`config.mk`:
```
export PLATFORM = sky130hd
export DESIGN_NAME = mul_rs_flat
export DESIGN_NICKNAME = d
export VERILOG_FILES = /design/src/rtl/mul_rs_if.sv /design/src/rtl/mul_rs.sv /design/src/flat_wrapper.sv
export SDC_FILE = /design/constraint.sdc
export NUM_CORES = 1
export LEC_CHECK = 0
export BUFFER_PORTS_ARGS = -buffer_cell sky130_fd_sc_hd__buf_2
export CORE_ASPECT_RATIO = 0.5
export CORE_MARGIN = 4
export CORE_UTILIZATION = 61
export CTS_BUF_LIST = sky130_fd_sc_hd__clkbuf_8
export DETAILED_ROUTE_END_ITERATION = 10
export GPL_ROUTABILITY_DRIVEN = 0
export HOLD_SLACK_MARGIN = 0.12
export PLACE_DENSITY_LB_ADDON = 0.15
export RECOVER_POWER = 100
export SYNTH_ARGS = -nofsm -noshare
export SYNTH_HDL_FRONTEND = slang
export SYNTH_SLANG_ARGS = --single-unit
```
`constraint.sdc`:
```
create_clock -name clk -period 3.8 [get_ports clk]
set_input_delay 0.57 -clock clk [delete_from_list [all_inputs] [get_ports clk]]
set_output_delay 0.57 -clock clk [all_outputs]
set_load 0.01 [all_outputs]
```
`src/rtl/mul_rs_if.sv`:
```
// Handshake/bus bundle between the issue stage, CDB, multiplier FU and the mul_rs.
interface mul_rs_if #(
  parameter int unsigned W     = 32,
  parameter int unsigned TAG_W = 4
);
  logic             issue_valid;
  logic             issue_ready;
  logic [W-1:0]     issue_vj;
  logic [W-1:0]     issue_vk;
  logic [TAG_W-1:0] issue_qj;
  logic [TAG_W-1:0] issue_qk;
  logic [TAG_W-1:0] issue_tag;
  logic             cdb_valid;
  logic [TAG_W-1:0] cdb_tag;
  logic [W-1:0]     cdb_data;
  logic             fu_en;
  logic [W-1:0]     fu_a;
  logic [W-1:0]     fu_b;
  logic             fu_finish;
  logic [W-1:0]     fu_res;
  logic             wb_valid;
  logic [TAG_W-1:0] wb_tag;
  logic [W-1:0]     wb_data;
  logic             wb_grant;

  // Reservation station side
  modport slave (
    input  issue_valid, issue_vj, issue_vk, issue_qj, issue_qk, issue_tag,
    input  cdb_valid, cdb_tag, cdb_data,
    input  fu_finish, fu_res, wb_grant,
    output issue_ready, fu_en, fu_a, fu_b, wb_valid, wb_tag, wb_data
  );

  // Environment side (issue stage, CDB, FU, arbiter)
  modport master (
    output issue_valid, issue_vj, issue_vk, issue_qj, issue_qk, issue_tag,
    output cdb_valid, cdb_tag, cdb_data,
    output fu_finish, fu_res, wb_grant,
    input  issue_ready, fu_en, fu_a, fu_b, wb_valid, wb_tag, wb_data
  );
endinterface

```
`src/rtl/mul_rs.sv`:
```
// Multiplier reservation station: buffers issued ops, snoops the CDB, dispatches
// one ready op at a time to the FU and holds its result until the CDB grants it.
module mul_rs #(
  parameter int unsigned W     = 32,
  parameter int unsigned TAG_W = 4,
  parameter int unsigned DEPTH = 2
) (
  input  logic    clk,
  input  logic    rst_n,
  mul_rs_if.slave bus
);

  localparam int unsigned IDX_W = (DEPTH > 1) ? $clog2(DEPTH) : 1;

  typedef struct packed {
    logic             busy;
    logic [W-1:0]     vj;
    logic [W-1:0]     vk;
    logic [TAG_W-1:0] qj;
    logic [TAG_W-1:0] qk;
    logic [TAG_W-1:0] tag;
  } ent_t;

  ent_t             r_ent [DEPTH];
  logic             r_fu_en;
  logic [W-1:0]     r_fu_a;
  logic [W-1:0]     r_fu_b;
  logic             r_fu_busy;
  logic [TAG_W-1:0] r_inflight_tag;
  logic             r_wb_valid;
  logic [TAG_W-1:0] r_wb_tag;
  logic [W-1:0]     r_wb_data;

  logic             w_has_free;
  logic [IDX_W-1:0] w_free_idx;
  logic             w_has_rdy;
  logic [IDX_W-1:0] w_rdy_idx;
  logic             w_cdb_hit;
  logic             w_issue;
  logic             w_disp;
  ent_t             w_new;

  // Lowest-index free entry and lowest-index ready entry, from stored state only
  always_comb begin
    w_has_free = 1'b0;
    w_free_idx = '0;
    w_has_rdy  = 1'b0;
    w_rdy_idx  = '0;
    for (int i = int'(DEPTH) - 1; i >= 0; i--) begin
      if (!r_ent[i].busy) begin
        w_has_free = 1'b1;
        w_free_idx = IDX_W'(i);
      end
      if (r_ent[i].busy && (r_ent[i].qj == '0) && (r_ent[i].qk == '0)) begin
        w_has_rdy = 1'b1;
        w_rdy_idx = IDX_W'(i);
      end
    end
  end

  // Edge events and the incoming entry with same-edge CDB bypass applied
  always_comb begin
    w_cdb_hit = bus.cdb_valid && (bus.cdb_tag != '0);
    w_issue   = bus.issue_valid && w_has_free;
    w_disp    = !r_fu_busy && !r_wb_valid && w_has_rdy;
    w_new      = '0;
    w_new.busy = 1'b1;
    w_new.tag  = bus.issue_tag;
    if (w_cdb_hit && (bus.cdb_tag == bus.issue_qj)) begin
      w_new.vj = bus.cdb_data;
      w_new.qj = '0;
    end else begin
      w_new.vj = bus.issue_vj;
      w_new.qj = bus.issue_qj;
    end
    if (w_cdb_hit && (bus.cdb_tag == bus.issue_qk)) begin
      w_new.vk = bus.cdb_data;
      w_new.qk = '0;
    end else begin
      w_new.vk = bus.issue_vk;
      w_new.qk = bus.issue_qk;
    end
  end

  // Entry storage: issue into the free slot, snoop the CDB, free on dispatch
  always_ff @(posedge clk or negedge rst_n) begin
    if (!rst_n) begin
      for (int i = 0; i < int'(DEPTH); i++) begin
        r_ent[i] <= '0;
      end
    end else begin
      for (int i = 0; i < int'(DEPTH); i++) begin
        if (w_issue && (w_free_idx == IDX_W'(i))) begin
          r_ent[i] <= w_new;
        end else if (r_ent[i].busy) begin
          if (w_disp && (w_rdy_idx == IDX_W'(i))) begin
            r_ent[i].busy <= 1'b0;
          end
          if (w_cdb_hit && (r_ent[i].qj == bus.cdb_tag)) begin
            r_ent[i].vj <= bus.cdb_data;
            r_ent[i].qj <= '0;
          end
          if (w_cdb_hit && (r_ent[i].qk == bus.cdb_tag)) begin
            r_ent[i].vk <= bus.cdb_data;
            r_ent[i].qk <= '0;
          end
        end
      end
    end
  end

  // FU start pulse, operand registers and in-flight tracking
  always_ff @(posedge clk or negedge rst_n) begin
    if (!rst_n) begin
      r_fu_en        <= 1'b0;
      r_fu_a         <= '0;
      r_fu_b         <= '0;
      r_fu_busy      <= 1'b0;
      r_inflight_tag <= '0;
    end else begin
      r_fu_en <= w_disp;
      if (w_disp) begin
        r_fu_a         <= r_ent[w_rdy_idx].vj;
        r_fu_b         <= r_ent[w_rdy_idx].vk;
        r_inflight_tag <= r_ent[w_rdy_idx].tag;
        r_fu_busy      <= 1'b1;
      end else if (r_fu_busy && bus.fu_finish) begin
        r_fu_busy <= 1'b0;
      end
    end
  end

  // Writeback buffer: capture the FU result, hold it until granted
  always_ff @(posedge clk or negedge rst_n) begin
    if (!rst_n) begin
      r_wb_valid <= 1'b0;
      r_wb_tag   <= '0;
      r_wb_data  <= '0;
    end else if (r_fu_busy && bus.fu_finish) begin
      r_wb_valid <= 1'b1;
      r_wb_tag   <= r_inflight_tag;
      r_wb_data  <= bus.fu_res;
    end else if (r_wb_valid && bus.wb_grant) begin
      r_wb_valid <= 1'b0;
    end
  end

  assign bus.issue_ready = w_has_free;
  assign bus.fu_en       = r_fu_en;
  assign bus.fu_a        = r_fu_a;
  assign bus.fu_b        = r_fu_b;
  assign bus.wb_valid    = r_wb_valid;
  assign bus.wb_tag      = r_wb_tag;
  assign bus.wb_data     = r_wb_data;

endmodule

```
`src/flat_wrapper.sv`:
```
// flat-port wrapper written by rule: the top's interface ports become plain ports
module mul_rs_flat 
#(
  parameter int unsigned W     = 32,
  parameter int unsigned TAG_W = 4,
  parameter int unsigned DEPTH = 2
)
  (clk, rst_n, bus_issue_valid, bus_issue_vj, bus_issue_vk, bus_issue_qj, bus_issue_qk, bus_issue_tag, bus_cdb_valid, bus_cdb_tag, bus_cdb_data, bus_fu_finish, bus_fu_res, bus_wb_grant, bus_issue_ready, bus_fu_en, bus_fu_a, bus_fu_b, bus_wb_valid, bus_wb_tag, bus_wb_data);
  mul_rs_if #(.W(W), .TAG_W(TAG_W)) bus_i ();
  input  logic clk;
  input  logic rst_n;
  input wire logic [$bits(bus_i.issue_valid)-1:0] bus_issue_valid;
  input wire logic [$bits(bus_i.issue_vj)-1:0] bus_issue_vj;
  input wire logic [$bits(bus_i.issue_vk)-1:0] bus_issue_vk;
  input wire logic [$bits(bus_i.issue_qj)-1:0] bus_issue_qj;
  input wire logic [$bits(bus_i.issue_qk)-1:0] bus_issue_qk;
  input wire logic [$bits(bus_i.issue_tag)-1:0] bus_issue_tag;
  input wire logic [$bits(bus_i.cdb_valid)-1:0] bus_cdb_valid;
  input wire logic [$bits(bus_i.cdb_tag)-1:0] bus_cdb_tag;
  input wire logic [$bits(bus_i.cdb_data)-1:0] bus_cdb_data;
  input wire logic [$bits(bus_i.fu_finish)-1:0] bus_fu_finish;
  input wire logic [$bits(bus_i.fu_res)-1:0] bus_fu_res;
  input wire logic [$bits(bus_i.wb_grant)-1:0] bus_wb_grant;
  output wire logic [$bits(bus_i.issue_ready)-1:0] bus_issue_ready;
  output wire logic [$bits(bus_i.fu_en)-1:0] bus_fu_en;
  output wire logic [$bits(bus_i.fu_a)-1:0] bus_fu_a;
  output wire logic [$bits(bus_i.fu_b)-1:0] bus_fu_b;
  output wire logic [$bits(bus_i.wb_valid)-1:0] bus_wb_valid;
  output wire logic [$bits(bus_i.wb_tag)-1:0] bus_wb_tag;
  output wire logic [$bits(bus_i.wb_data)-1:0] bus_wb_data;
  assign bus_i.issue_valid = bus_issue_valid;
  assign bus_i.issue_vj = bus_issue_vj;
  assign bus_i.issue_vk = bus_issue_vk;
  assign bus_i.issue_qj = bus_issue_qj;
  assign bus_i.issue_qk = bus_issue_qk;
  assign bus_i.issue_tag = bus_issue_tag;
  assign bus_i.cdb_valid = bus_cdb_valid;
  assign bus_i.cdb_tag = bus_cdb_tag;
  assign bus_i.cdb_data = bus_cdb_data;
  assign bus_i.fu_finish = bus_fu_finish;
  assign bus_i.fu_res = bus_fu_res;
  assign bus_i.wb_grant = bus_wb_grant;
  assign bus_issue_ready = bus_i.issue_ready;
  assign bus_fu_en = bus_i.fu_en;
  assign bus_fu_a = bus_i.fu_a;
  assign bus_fu_b = bus_i.fu_b;
  assign bus_wb_valid = bus_i.wb_valid;
  assign bus_wb_tag = bus_i.wb_tag;
  assign bus_wb_data = bus_i.wb_data;
  mul_rs #(.W(W), .TAG_W(TAG_W), .DEPTH(DEPTH)) u_core (.clk(clk), .rst_n(rst_n), .bus(bus_i));
endmodule
```
==> impl_metrics.json <==
{
  "path_clk_slew_ns": 0.07,
  "timing.rr.start": "u_core.r_ent[153]",
  "synth-edff-count": 0,
  "ios": 253,
  "finalPower_mw": 10.7,
  "synth_nets": 1227,
  "syn_inst": 1077,
  "rows": 35,
  "cap_violations": 6,
  "critPathRequiredTime_ns": 4.14,
  "drc": 0,
  "p_leak_nw": 7.19,
  "post_route_cells_drive_above_1_share_pct": 21.0,
  "slowest_stage": "nand3_2",
  "grt_remaining_overflow": 0,
  "clock_skew_ns": 0.0297,
  "reg2regPathDepth": 4,
  "holdPathEnd": "u_core.r_ent[80]",
  "grt_pass1_vias": 10200,
  "die-area_um2": 22100,
  "p_per_area_nw_per_um2": 775,
  "worstMarginPinSlew_ns": 2.24,
  "placed_area_um2": 13300,
  "fin_crit_sh_pct": 80.8,
  "tritoncts": "done",
  "ctsLongestPathBuffers": 3,
  "setup_ws_ns": 0.731,
  "start_util_pct": 63.7,
  "path_buf_inv": 1,
  "fmax_ghz": 0.326,
  "grt_first_pass_wirelength_um": 54000,
  "synthTopCellsByArea": "dfrtp_1 (54%), nand2_1 (6.2%), a221o_1 (5.3%)",
  "dp_hpwl_um": 21700,
  "postRouteAntennaNets": 0,
  "fin_crit_ns": 3.07,
  "stdcell_area_um2": 13900,
  "rsz0062_at_grt": "no",
  "vias_per_cell": 6.38,
  "yosys_warnings": 0,
  "post-synth-top-area-fraction_pct": 54.5,
  "cts.sinks": 261,
  "r2r-end": "u_core.r_ent[59]",
  "wl_um": 34400,
  "synthArstFlopShare_pct": 100,
  "relSlewSlack_pct": -49.1,
  "htreeDepth": 2,
  "avgSynthCellArea_um2": 11.1,
  "synth.distinct_cells": 38,
  "clk_latency_ns": 0.54,
  "die_width_um": 206,
  "cpPeakStageDelay_ns": 1.35,
  "cts_buffers": 38,
  "antenna_found_initial": 4,
  "hold_depth": 3,
  "critPathTopFamily": "simple AND/OR/NAND/NOR gates",
  "syn_area_um2": 12000,
  "grt_max_degree": 92,
  "place_ws_ns": 1.03,
  "synthFlopType": "dfrtp_1",
  "whs_ns": 0.234,
  "gr-usage-all-layers_pct": 30.8,
  "fin_tns_setup_ns": 0,
  "yosysSeqAreaShare_pct": 54.5,
  "hold_path.class": "in2reg",
  "hold_viol_final": 0,
  "area_growth_pct": 15.6,
  "wl_per_cell_um": 21.9,
  "path_max_fanout": 79,
  "ir_worst_vdd_mv": 0.378,
  "synth_top_area_cell": "dfrtp_1",
  "outcome": "complete, but fails checks",
  "violations": "capacitance limit, slew limit",
  "drtIter0Drc": 1015,
  "hold_start": "bus_issue_tag[3]",
  "crit_chain": "nand3_2, buf_12, nand3_1, o221ai_1",
  "worstPathArrival_ns": 3.40,
  "finalSetupViolCount": 0,
  "report.final.slew_viol_count": 328,
  "r2r_setup_slack_ns": 0.73,
  "die_y_um": 107,
  "critical_path_class": "reg2reg",
  "start_kind": "register",
  "ys_ff_latch": 261,
  "end_kind": "register",
  "portBuffers": 252,
  "core_area_um2": 18800,
  "ctsRootBufferMaster": "clkbuf_8",
  "firstDrtPassIters": 5,
  "vias": 10000,
  "fill_cells": 1407,
  "final_net_count": 1437
}
logic make-up (layout without fill, tap and decap cells):
| group | after synthesis | in the layout | synth area share, % |
|---|---|---|---|
| flops | 261 | 261 | 54.5 |
| other cells | 0 | 2 | 0 |
| simple gates | 365 | 365 | 14.6 |
| xor+xnor | 24 | 24 | 1.75 |
| mux | 104 | 104 | 9.10 |
| compound gates | 219 | 219 | 15.6 |
| buf+inv | 104 | 339 | 4.49 |
cells in the mapped netlist, types with 16 or more instances:
cell,count
dfrtp_1,261
nand2_1,198
nand3_1,75
a22oi_1,68
a221o_1,64
and3_1,64
mux2i_1,64
o221ai_1,64
clkbuf_1,60
mux2_2,40
buf_2,20
xor2_1,16
area by class of cell:
| class | count | area (µm²) | share of cell area, % |
|---|---|---|---|
| Timing Repair Buffer | 270 | 1310 | 9.43 |
| Inverter | 4 | 15.0 | 0.108 |
| Clock buffer | 44 | 606 | 4.37 |
| Multi-Input combinational cell | 712 | 4950 | 35.7 |
| Antenna cell | 2 | 5.00 | 0.0361 |
| Clock inverter | 21 | 124 | 0.894 |
| Tap cell | 259 | 324 | 2.34 |
| Sequential cell | 261 | 6530 | 47.1 |
sequential cells by signal, indices dropped and copies added, names as in the netlist:
name                   count
u_core.r_ent             154
u_core.bus.wb_valid        1
u_core.bus.wb_tag          4
u_core.bus.fu_en           1
u_core.bus.wb_data        32
u_core.r_inflight_tag      4
u_core.bus.fu_a           32
u_core.bus.fu_b           32
u_core.r_fu_busy           1
tightest hold or removal path, cell delays in order:
cell and delay (ns):
buf_2 0.08, nand2_1 0.04, nand2_1 0.05
layout by cell type, fill, tap and decap left out, drive strengths merged, types with 2 or more instances in the layout:
master  synthesis  final
diode           0      2
o221ai         64     64
mux2i          64     64
xnor2           8      8
o22ai          10     10
nor4            6      6
clkinv          0      9
buf            40    160
inv             4     14
o21ai          11     11
nand4           4      4
nor3            3      3
a221o          64     64
clkbuf         60    153
nor2b           4      4
xor2           16     16
and3           64     64
dfrtp         261    261
mux2           40     40
a22oi          68     68
nand3          76     76
nor2            5      5
nand2         201    201
repair_timing:
action | in CTS | in global routing
hold buffers | 1 | 0
buffers inserted | 0 | 0
gates resized for setup | 0 | 0
endpoints found under the hold margin | 83 | 0
routing by layer:
| metal | vias up | global-route usage, % | part of all wire [%] |
|---|---|---|---|
| met5 | - | 0 | 0.041 |
| li1 | 4430 | - | - |
| met4 | 4 | 8.97 | 2.3 |
| met2 | 538 | 48.8 | 46 |
| met3 | 75 | 6.89 | 8.8 |
| met1 | 4989 | 43.2 | 43 |
how the worst max path moves through the flow:
stage                                 start                end  cells after the start
after floorplan              bus_cdb_tag[0]   u_core.r_ent[43]                      7
after global placement       bus_cdb_tag[1]  u_core.r_ent[104]                      6
after detailed placement     bus_cdb_tag[1]   u_core.r_ent[49]                      6
final                     u_core.r_ent[153]   u_core.r_ent[59]                      4
after global routing      u_core.r_ent[153]   u_core.r_ent[57]                      4
after CTS                 u_core.r_ent[153]  u_core.r_ent[145]                      4
stage by stage:
| stage | utilization, % | instances |
|---|---|---|
| 2_1_floorplan | - | 1077 |
| 6_report | 73.6 | 1573 |
| 4_1_cts | 74.5 | 1571 |
| 5_1_grt | 73.6 | 1573 |
| 3_3_place_gp | 70.6 | 1505 |
| 3_5_place_dp | 70.6 | 1505 |
power by group:
part / switching (mW) / internal, mW / total [mW] / leakage [nW]
clock: 1.08 / 1.13 / 2.21 / 0.419
sequential: 0.775 / 4.05 / 4.83 / 3.27
combinational: 2.15 / 1.56 / 3.71 / 3.50
Note: power is estimated with default switching activity, not from simulation.
